$ cat src/rtl/simon_playback_pkg.sv
// Shared constants and colour helpers for the Simon game datapath.
package simon_playback_pkg;

  // Clock cycles per millisecond at the board clock rate.
  localparam int MILLI_SECOND = 100000;

  typedef enum logic [1:0] {
    GREEN  = 2'd0,
    RED    = 2'd1,
    YELLOW = 2'd2,
    BLUE   = 2'd3
  } colour_e;

  // Colour code to one-hot LED vector (bit0 green, bit1 red, bit2 yellow, bit3 blue).
  // The button input decoder uses the same mapping in reverse.
  function automatic logic [3:0] colour_onehot(input logic [1:0] colour);
    logic [3:0] led;
    led = 4'b0001 << colour;
    return led;
  endfunction

endpackage

$ cat src/rtl/simon_playback_if.sv
// Playback bundle: game controller requests, sequence RAM port, LED/tone drive.
interface simon_playback_if #(
  parameter int ADDR_W = 5
);
  logic              start;
  logic              abort;
  logic [ADDR_W:0]   length;
  logic [ADDR_W-1:0] seq_addr;
  logic [1:0]        seq_data;
  logic [3:0]        led;
  logic              tone_en;
  logic [1:0]        tone_sel;
  logic              busy;
  logic              done;

  // Game controller and sequence RAM side.
  modport master (
    output start, abort, length, seq_data,
    input  seq_addr, led, tone_en, tone_sel, busy, done
  );

  // Playback engine side.
  modport slave (
    input  start, abort, length, seq_data,
    output seq_addr, led, tone_en, tone_sel, busy, done
  );
endinterface

$ cat src/rtl/simon_playback_countdown_timer.sv
// Loadable down-counter that parks at zero; also used by the debouncer and game timeout.
module simon_playback_countdown_timer #(
  parameter int W = 8
) (
  input  logic         clk,
  input  logic         reset,
  input  logic         load_i,
  input  logic [W-1:0] load_value_i,
  output logic         zero_o
);

  logic [W-1:0] cnt_q, cnt_d;

  // Load takes priority; otherwise count down and stop at zero.
  always_comb begin
    cnt_d = cnt_q;
    if (load_i) begin
      cnt_d = load_value_i;
    end else if (cnt_q != '0) begin
      cnt_d = cnt_q - 1'b1;
    end
  end

  // Counter register.
  always_ff @(posedge clk) begin
    if (reset) begin
      cnt_q <= '0;
    end else begin
      cnt_q <= cnt_d;
    end
  end

  assign zero_o = (cnt_q == '0);

endmodule

$ cat src/rtl/simon_playback.sv
// Plays a stored colour sequence as timed LED flashes with matching tone enables.
//
// state | meaning
// IDLE  | waiting for start
// FETCH | seq_addr holds idx, RAM is reading
// LOAD  | seq_data valid, latch colour and light LED
// ON    | LED/tone lit, on-timer running
// OFF   | dark gap, off-timer running
// FIN   | one-cycle done pulse
module simon_playback #(
  parameter int MILLI_SECOND = simon_playback_pkg::MILLI_SECOND,
  parameter int ON_MS        = 400,
  parameter int OFF_MS       = 200,
  parameter int ADDR_W       = 5
) (
  input logic            clk,
  input logic            reset,
  simon_playback_if.slave pb
);
  import simon_playback_pkg::*;

  localparam int ON_CYC  = ON_MS * MILLI_SECOND;
  localparam int OFF_CYC = OFF_MS * MILLI_SECOND;
  localparam int CYC_MAX = (ON_CYC > OFF_CYC) ? ON_CYC : OFF_CYC;
  localparam int TMR_W   = (CYC_MAX > 1) ? $clog2(CYC_MAX) : 1;

  localparam logic [TMR_W-1:0]  ON_VAL  = TMR_W'(ON_CYC - 1);
  localparam logic [TMR_W-1:0]  OFF_VAL = TMR_W'(OFF_CYC - 1);
  localparam logic [ADDR_W:0]   LEN_ONE = {{ADDR_W{1'b0}}, 1'b1};

  typedef enum logic [2:0] {
    S_IDLE, S_FETCH, S_LOAD, S_ON, S_OFF, S_FIN
  } state_e;

  state_e            state_q, state_d;
  // idx and length carry one extra bit so a full 2**ADDR_W sequence compares without wrapping.
  logic [ADDR_W:0]   idx_q, idx_d;
  logic [ADDR_W:0]   len_q, len_d;
  logic [ADDR_W:0]   idx_inc;
  logic [ADDR_W-1:0] addr_q, addr_d;
  logic [3:0]        led_q, led_d;
  logic              tone_en_q, tone_en_d;
  logic [1:0]        tone_sel_q, tone_sel_d;
  logic              busy_q, busy_d;
  logic              done_q, done_d;

  logic              tmr_load;
  logic [TMR_W-1:0]  tmr_value;
  logic              tmr_zero;

  assign idx_inc = idx_q + LEN_ONE;

  simon_playback_countdown_timer #(.W(TMR_W)) u_timer (
    .clk          (clk),
    .reset        (reset),
    .load_i       (tmr_load),
    .load_value_i (tmr_value),
    .zero_o       (tmr_zero)
  );

  // Next-state and registered-output logic; abort from any active state wins.
  always_comb begin
    state_d    = state_q;
    idx_d      = idx_q;
    len_d      = len_q;
    addr_d     = addr_q;
    led_d      = led_q;
    tone_en_d  = tone_en_q;
    tone_sel_d = tone_sel_q;
    busy_d     = busy_q;
    done_d     = 1'b0;
    tmr_load   = 1'b0;
    tmr_value  = '0;

    if (pb.abort && (state_q != S_IDLE)) begin
      state_d   = S_IDLE;
      led_d     = '0;
      tone_en_d = 1'b0;
      busy_d    = 1'b0;
    end else begin
      case (state_q)
        S_IDLE: begin
          if (pb.start && !pb.abort) begin
            busy_d = 1'b1;
            if (pb.length == '0) begin
              state_d = S_FIN;
              done_d  = 1'b1;
            end else begin
              len_d   = pb.length;
              idx_d   = '0;
              addr_d  = '0;
              state_d = S_FETCH;
            end
          end
        end
        S_FETCH: state_d = S_LOAD;
        S_LOAD: begin
          led_d      = colour_onehot(pb.seq_data);
          tone_en_d  = 1'b1;
          tone_sel_d = pb.seq_data;
          tmr_load   = 1'b1;
          tmr_value  = ON_VAL;
          state_d    = S_ON;
        end
        S_ON: begin
          if (tmr_zero) begin
            led_d     = '0;
            tone_en_d = 1'b0;
            tmr_load  = 1'b1;
            tmr_value = OFF_VAL;
            state_d   = S_OFF;
          end
        end
        S_OFF: begin
          if (tmr_zero) begin
            if (idx_q == (len_q - LEN_ONE)) begin
              state_d = S_FIN;
              done_d  = 1'b1;
            end else begin
              idx_d   = idx_inc;
              addr_d  = idx_inc[ADDR_W-1:0];
              state_d = S_FETCH;
            end
          end
        end
        S_FIN: begin
          busy_d  = 1'b0;
          state_d = S_IDLE;
        end
        default: state_d = S_IDLE;
      endcase
    end
  end

  // State and output registers.
  always_ff @(posedge clk) begin
    if (reset) begin
      state_q    <= S_IDLE;
      idx_q      <= '0;
      len_q      <= '0;
      addr_q     <= '0;
      led_q      <= '0;
      tone_en_q  <= 1'b0;
      tone_sel_q <= '0;
      busy_q     <= 1'b0;
      done_q     <= 1'b0;
    end else begin
      state_q    <= state_d;
      idx_q      <= idx_d;
      len_q      <= len_d;
      addr_q     <= addr_d;
      led_q      <= led_d;
      tone_en_q  <= tone_en_d;
      tone_sel_q <= tone_sel_d;
      busy_q     <= busy_d;
      done_q     <= done_d;
    end
  end

  assign pb.seq_addr = addr_q;
  assign pb.led      = led_q;
  assign pb.tone_en  = tone_en_q;
  assign pb.tone_sel = tone_sel_q;
  assign pb.busy     = busy_q;
  assign pb.done     = done_q;

endmodule

$ cat src/flat_wrapper.sv
// flat-port wrapper written by rule: the top's interface ports become plain ports
module simon_playback_flat import simon_playback_pkg::*;
#(
  parameter int MILLI_SECOND = simon_playback_pkg::MILLI_SECOND,
  parameter int ON_MS        = 400,
  parameter int OFF_MS       = 200,
  parameter int ADDR_W       = 5
)
  (clk, reset, pb_start, pb_abort, pb_length, pb_seq_data, pb_seq_addr, pb_led, pb_tone_en, pb_tone_sel, pb_busy, pb_done);
  simon_playback_if #(.ADDR_W(ADDR_W)) pb_i ();
  input logic clk;
  input logic reset;
  input wire logic [$bits(pb_i.start)-1:0] pb_start;
  input wire logic [$bits(pb_i.abort)-1:0] pb_abort;
  input wire logic [$bits(pb_i.length)-1:0] pb_length;
  input wire logic [$bits(pb_i.seq_data)-1:0] pb_seq_data;
  output wire logic [$bits(pb_i.seq_addr)-1:0] pb_seq_addr;
  output wire logic [$bits(pb_i.led)-1:0] pb_led;
  output wire logic [$bits(pb_i.tone_en)-1:0] pb_tone_en;
  output wire logic [$bits(pb_i.tone_sel)-1:0] pb_tone_sel;
  output wire logic [$bits(pb_i.busy)-1:0] pb_busy;
  output wire logic [$bits(pb_i.done)-1:0] pb_done;
  assign pb_i.start = pb_start;
  assign pb_i.abort = pb_abort;
  assign pb_i.length = pb_length;
  assign pb_i.seq_data = pb_seq_data;
  assign pb_seq_addr = pb_i.seq_addr;
  assign pb_led = pb_i.led;
  assign pb_tone_en = pb_i.tone_en;
  assign pb_tone_sel = pb_i.tone_sel;
  assign pb_busy = pb_i.busy;
  assign pb_done = pb_i.done;
  simon_playback #(.MILLI_SECOND(MILLI_SECOND), .ON_MS(ON_MS), .OFF_MS(OFF_MS), .ADDR_W(ADDR_W)) u_core (.clk(clk), .reset(reset), .pb(pb_i));
endmodule
$ cat config.mk
export PLATFORM = sky130hd
export DESIGN_NAME = simon_playback_flat
export DESIGN_NICKNAME = d
export VERILOG_FILES = /design/src/rtl/simon_playback_pkg.sv /design/src/rtl/simon_playback_if.sv /design/src/rtl/simon_playback_countdown_timer.sv /design/src/rtl/simon_playback.sv /design/src/flat_wrapper.sv
export SDC_FILE = /design/constraint.sdc
export NUM_CORES = 1
export LEC_CHECK = 0
export CORE_MARGIN = 8
export CORE_UTILIZATION = 57
export CTS_CLUSTER_DIAMETER = 50
export DETAILED_ROUTE_END_ITERATION = 10
export GPL_ROUTABILITY_DRIVEN = 1
export PLACE_DENSITY = 0.87
export SLEW_MARGIN = 15
export SYNTH_ARGS = -nofsm -noshare
export SYNTH_HDL_FRONTEND = slang
export SYNTH_SLANG_ARGS = --single-unit
$ cat constraint.sdc
create_clock -name clk -period 3.1 [get_ports clk]
set_input_delay 0.465 -clock clk [delete_from_list [all_inputs] [get_ports clk]]
set_output_delay 0.465 -clock clk [all_outputs]
set_load 0.01 [all_outputs]
==> flow_metrics.env, run 1 <==
export IMPL_outcome="complete, no violations"
export IMPL_crit_type="reg -> reg"
export IMPL_netlist_top_cells_count="dfxtp_1 (50), nor2_1 (33), a21oi_1 (29)"
export IMPL_worstPathRequired_ns=3.35
export IMPL_hold_buffers=0
export IMPL_vias_per_cell=6.21
export IMPL_cts_root_buf="clkbuf_8"
export IMPL_start_kind="flop"
export IMPL_grt_pass1_vias=2261
export IMPL_nNetsFinal=346
export IMPL_numCtsBuffers=5
export IMPL_clk_path_buf_depth=2
export IMPL_finalSetupViolCount=0
export IMPL_initial_core_util_pct=59.6
export IMPL_cp_max_fo=8
export IMPL_antenna_found_initial=0
export IMPL_cp_arrival_ns=2.94
export IMPL_fmax_ghz=0.371
export IMPL_routedWlPerCell_microns=15.8
export IMPL_synth_top_flop_cell="dfxtp_1"
export IMPL_yosys_cell_count_top_type="dfxtp_1"
export IMPL_grt_pass1_wl_microns=10300
export IMPL_cts_sinks=50
export IMPL_period_share_pct=86.9
export IMPL_drive_gt1_share_pct=6.04
export IMPL_pwr_share_comb_pct=50.0
export IMPL_synth_cell_types=51
export IMPL_core_rowCount=24
export IMPL_grtUsageTotal_pct=17.2
export IMPL_tightest_slew_ns=0.848
export IMPL_synthesis_nets=329
export IMPL_tns_ns=0
export IMPL_io_buffers=25
export IMPL_synth_edff_count=0
export IMPL_die_h_microns=83.7
export IMPL_syn_area_per_cell_sq_um=8.34
export IMPL_h_tree_depth=2
export IMPL_finalInstanceArea_sq_mm=0.00294
export IMPL_max_slew_margin_pct=43.5
export IMPL_report_power_total_w=0.00276
export IMPL_p_clk_share_pct=14.3
export IMPL_ant_nets=0
export IMPL_drt_iter0_markers=165
export IMPL_synthArstFlopShare_pct=0
export IMPL_drt_wl_total_microns=6070
export IMPL_syn_area_sq_mm=0.00261
export IMPL_yosysTopAreaCellShare_pct=38.3
export IMPL_fillCellCount=372
export IMPL_yosys_warnings=0
export IMPL_grt_setup_unrepaired="false"
export IMPL_overflow=0
export IMPL_critPathCaptureType="flop"
export IMPL_p_leak_nw=1.07
export IMPL_cts_tree="yes"
export IMPL_die_area_sq_mm=0.00700
export IMPL_grt_start_max_net_pins=33
export IMPL_dp_hpwl_microns=4280
export IMPL_firstDrtPassIters=4
export IMPL_synthTopCellsByArea="dfxtp_1 (38%), xnor2_1 (7.4%), a21oi_1 (5.6%), nor2_1 (4.7%), nor3_1 (3.6%)"
export IMPL_hold_viol=0
export IMPL_intPower_w=0.00159
export IMPL_power_density_mw_per_mm2=936
export IMPL_final_setup_skew_ns=0.00718
export IMPL_antennaDiodeCount=0
export IMPL_place_area_sq_mm=0.00285
export IMPL_die_w_microns=83.7
export IMPL_netlist_instances=313
export IMPL_num_vias=2379
export IMPL_min_period_ns=2.69
export IMPL_synth_seq_cells=50
export IMPL_core_sq_mm=0.00438
export IMPL_place_congestion=0.849
export IMPL_cts_setup_buffers=0
export IMPL_synth_seq_area_share_pct=38.3
export IMPL_peakVddDrop_mv=0.830
export IMPL_maxCapViolations=0
export IMPL_maxSlewViolCount=0
export IMPL_seqPwrFrac_pct=35.7
export IMPL_p_sw_share_pct=42.3
export IMPL_p_switching_w=0.00116
export IMPL_drc=0
export IMPL_ios=26
export IMPL_hold_class="reg -> reg"
export IMPL_syn_to_final_growth_pct=12.7
export IMPL_synth_top_cell_by_area="dfxtp_1"
export IMPL_cts_resized=0
export IMPL_clk_pin_slew_worst_paths_ns=0.09
export IMPL_clock_latency_ns=0.31
stage by stage:
| step | utilization (%) | setup slack [ns] | cells | hold slack, ns |
|---|---|---|---|---|
| 3_3_place_gp | 65.1 | 0.547 | 375 | 0.450 |
| 3_5_place_dp | 65.1 | 0.424 | 375 | 0.450 |
| 6_report | 67.2 | 0.406 | 383 | 0.475 |
| 2_1_floorplan | - | 0.619 | 313 | 0.464 |
| 5_1_grt | 67.2 | 0.233 | 383 | 0.514 |
| 4_1_cts | 67.2 | 0.406 | 383 | 0.465 |
registers in the layout (all words and copies together) (netlist names), 2 cells and up:
register and cells:
u_core.idx_q 2, u_core.pb.tone_sel 2, u_core.u_timer.cnt_q 26, u_core.pb.led 4, u_core.pb.seq_addr 4, u_core.state_q 3, u_core.len_q 6
worst max-delay path: stages (launching register included):
cell,delay (ns)
dfxtp_1,0.36
or3_4,0.41
or4b_4,0.57
nor4_4,0.51
o21ai_2,0.16
or4_1,0.48
a21oi_1,0.15
final cells by class:
class | instances | area (sq um) | share of cell area (%)
repair buffers | 28 | 273 | 9.26
multi-input cells | 238 | 1490 | 50.5
clock inverters | 1 | 5.00 | 0.170
well taps | 52 | 65.1 | 2.21
inverters | 7 | 26.3 | 0.892
clock buffers | 7 | 86.3 | 2.93
flip-flops and latches | 50 | 1000 | 34.0
cell usage in the layout (no fill, tap or decap), types with 3 or more instances in the layout:
cell type / Yosys / final
a21oi_1: 29 / 29
nand2_1: 20 / 20
mux2i_1: 7 / 7
xor2_1: 9 / 9
clkdlybuf4s50_1: 0 / 25
nor4b_1: 3 / 3
clkbuf_8: 0 / 6
or2_2: 3 / 3
a22oi_1: 3 / 3
and3_1: 6 / 6
ha_1: 4 / 4
dfxtp_1: 50 / 50
nand4_1: 3 / 3
inv_1: 6 / 6
nor2_1: 33 / 33
buf_4: 5 / 3
nand3_1: 13 / 13
or3_1: 3 / 3
o31ai_1: 3 / 3
nand3b_1: 4 / 4
nor3_1: 19 / 19
xnor2_1: 22 / 22
nor4_1: 10 / 10
o21ai_0: 13 / 13
cell families after synthesis:
family | count (synthesis) | share of synthesized area (%)
simple gates | 132 | 27.1
compound gates | 64 | 14.9
flops | 50 | 38.3
xor+xnor | 31 | 10.4
buf+inv | 25 | 4.70
mux | 7 | 2.68
fa+ha+maj | 4 | 1.92
layer usage:
metal	part of all wire [%]	track usage [%]	vias to the layer above
met5	0	0	-
met4	1.6	6.28	0
met2	47	27.5	73
li1	-	-	1154
met1	45	21.1	1143
met3	5.9	5.18	9
path summary, 6_finish.rpt:
check                           startpoint               end  slack (ns)  cells past startpoint
setup / recovery  u_core.u_timer.cnt_q[21]   u_core.idx_q[5]        0.41                      6
hold / removal            u_core.pb.led[3]  u_core.pb.led[3]        0.48                      2
setup reg to reg  u_core.u_timer.cnt_q[21]   u_core.idx_q[5]        0.41                      6
hold reg to reg           u_core.pb.led[3]  u_core.pb.led[3]        0.48                      2
power by group through the flow:
stage	clock, W	sequential [W]	combinational [W]
after floorplan	0	0.000953	0.00112
after global placement	0	0.000982	0.00131
after detailed placement	0	0.000990	0.00136
after CTS	0.000398	0.000979	0.00137
after global routing	0.000424	0.00100	0.00153
final	0.000395	0.000984	0.00138
No activity file was read; power rests on OpenSTA's default activity.
==> run 2: changes to the inputs <==
--- a/config.mk
+++ b/config.mk
@@ -11,6 +11,7 @@
 export DETAILED_ROUTE_END_ITERATION = 10
 export GPL_ROUTABILITY_DRIVEN = 1
 export PLACE_DENSITY = 0.87
+export RECOVER_POWER = 25
 export SLEW_MARGIN = 15
 export SYNTH_ARGS = -nofsm -noshare
 export SYNTH_HDL_FRONTEND = slang
==> run 2 against run 1 <==
Sequential power about the same. Design area unchanged. Largest power group unchanged. Combinational power about the same. Critical endpoint unchanged.
==> flow_metrics.env, run 2 (synthesized netlist as in run 1, its figures left out) <==
export IMPL_outcome="complete, no violations"
export IMPL_clock_latency_ns=0.31
export IMPL_path_delay_family="simple AND/OR/NAND/NOR gates"
export IMPL_cts_setup_buffers=0
export IMPL_maxCapViolations=0
export IMPL_drt_iter0_markers=164
export IMPL_cp_cell_sequence="or3_4 > or4b_4 > nor4_4 > o21ai_2 > or4_1 > a21oi_1"
export IMPL_die_w_microns=83.7
export IMPL_max_slew_margin_pct=42.8
export IMPL_antennaDiodeCount=0
export IMPL_grt_setup_unrepaired="false"
export IMPL_overflow=0
export IMPL_num_vias=2378
export IMPL_p_leak_nw=1.11
export IMPL_place_congestion=0.849
export IMPL_grt_start_max_net_pins=33
export IMPL_hold_viol=0
export IMPL_die_area_sq_mm=0.00700
export IMPL_drc=0
export IMPL_h_tree_depth=2
export IMPL_fmax_ghz=0.370
export IMPL_utilization_pct=67.2
export IMPL_tightest_slew_ns=0.858
export IMPL_cts_resized=0
export IMPL_grtUsageTotal_pct=17.2
export IMPL_largest_register_ffs=26
export IMPL_vias_per_cell=6.21
export IMPL_cts_sinks=50
export IMPL_cts_root_buf="clkbuf_8"
export IMPL_syn_to_final_growth_pct=12.7
export IMPL_core_sq_mm=0.00438
export IMPL_hold_class="reg -> reg"
export IMPL_power_density_mw_per_mm2=934
export IMPL_ios=26
export IMPL_ff_latch_area_sq_mm=0.00100
export IMPL_grt_pass1_wl_microns=10300
export IMPL_tns_ns=0
export IMPL_io_buffers=25
export IMPL_cp_max_fo=8
export IMPL_clk_path_buf_depth=2
export IMPL_routedWlPerCell_microns=15.8
export IMPL_critical_path_reg2reg_startpoint="u_core.u_timer.cnt_q[21]"
export IMPL_fillCellCount=372
export IMPL_firstDrtPassIters=4
export IMPL_clk_pin_slew_worst_paths_ns=0.09
export IMPL_maxSlewViolCount=0
export IMPL_largestRegisters="u_core.u_timer.cnt_q: 26 flops, u_core.len_q: 6 flops"
export IMPL_dp_hpwl_microns=4280
export IMPL_die_h_microns=83.7
export IMPL_crit_type="reg -> reg"
export IMPL_period_share_pct=87.2
export IMPL_critPathMaxStageDelay_ns=0.57
export IMPL_finalSetupViolCount=0
export IMPL_rr_worst_depth=6
export IMPL_final_setup_skew_ns=0.00660
export IMPL_ant_nets=0
export IMPL_crit_buf_inv=0
export IMPL_core_rowCount=24
export IMPL_whs_path_depth=2
export IMPL_final_common_cell="dfxtp_1"
export IMPL_grt_pass1_vias=2261
export IMPL_whs_endpoint="u_core.pb.led[3]"
export IMPL_rrSetupSlack_ns=0.40
export IMPL_cp_arrival_ns=2.95
export IMPL_peakVddDrop_mv=0.829
export IMPL_largest_register="u_core.u_timer.cnt_q"
export IMPL_slowest_stage="or4b_4"
export IMPL_critPathCaptureType="flop"
export IMPL_start_kind="flop"
export IMPL_drive_gt1_share_pct=6.04
export IMPL_place_area_sq_mm=0.00285
export IMPL_initial_core_util_pct=59.6
export IMPL_worstPathRequired_ns=3.35
export IMPL_min_period_ns=2.70
export IMPL_reg2reg_to="u_core.idx_q[5]"
export IMPL_nNetsFinal=346
export IMPL_antenna_found_initial=0
export IMPL_finalInstanceArea_sq_mm=0.00294
export IMPL_multi_input_area_sq_mm=0.00149
export IMPL_numCtsBuffers=5
export IMPL_drt_wl_total_microns=6050
export IMPL_cts_tree="yes"
export IMPL_mostFrequentLayoutCells="dfxtp_1 (50), nor2_1 (33), a21oi_1 (29)"
export IMPL_min_from="u_core.pb.led[3]"
export IMPL_hold_buffers=0
## run 2: changes by cell type in the layout (fill, tap and decap cells not counted), sizes merged
cell and delta:
clkdlybuf4s50 -14, dlygate4sd3 +14
## run 2: tightest hold or removal path, stage by stage, from the launching register on
cell and delay (ns):
dfxtp_1 0.32, nand2_1 0.05, a21oi_1 0.05
## run 2: metrics by stage
step | power [W] | setup slack [ns] | cells | hold WS (ns)
6_report | 0.00275 | 0.398 | 383 | 0.467
5_1_grt | 0.00296 | 0.233 | 383 | 0.512
3_5_place_dp | 0.00235 | 0.424 | 375 | 0.450
3_3_place_gp | 0.00229 | 0.547 | 375 | 0.450
2_1_floorplan | 0.00207 | 0.619 | 313 | 0.464
4_1_cts | 0.00275 | 0.406 | 383 | 0.465
## run 2: power by group
group | internal (W) | leakage (nW) | total (W) | switching (W)
clock network | 0.000180 | 0.0482 | 0.000391 | 0.000211
logic | 0.000591 | 0.654 | 0.00138 | 0.000785
registers | 0.000816 | 0.408 | 0.000983 | 0.000167
## run 2: worst max-delay path by stage
stage                             startpoint                end  cells after the start
floorplan           u_core.u_timer.cnt_q[21]  u_core.pb.tone_en                      8
global placement    u_core.u_timer.cnt_q[21]    u_core.idx_q[5]                      6
detailed placement  u_core.u_timer.cnt_q[21]    u_core.idx_q[5]                      6
CTS                 u_core.u_timer.cnt_q[21]    u_core.idx_q[5]                      6
global route        u_core.u_timer.cnt_q[21]    u_core.idx_q[5]                      6
finish              u_core.u_timer.cnt_q[21]    u_core.idx_q[5]                      6
## run 2: per-layer routing
metal / global-route usage (%) / vias up / routed length [microns]
met3: 5.18 / 10 / 365
li1: - / 1159 / -
met4: 6.28 / 0 / 92
met1: 21.1 / 1131 / 2750
met2: 27.5 / 78 / 2840
met5: 0 / - / 0
## run 2: final cells by class
| type | instances | share of cell area, % |
|---|---|---|
| inverter | 7 | 0.892 |
| tap | 52 | 2.21 |
| sequential | 50 | 34.0 |
| clock inverter | 1 | 0.170 |
| timing repair buffer | 28 | 9.26 |
| clock buffer | 7 | 2.93 |
| multi-input combinational | 238 | 50.5 |
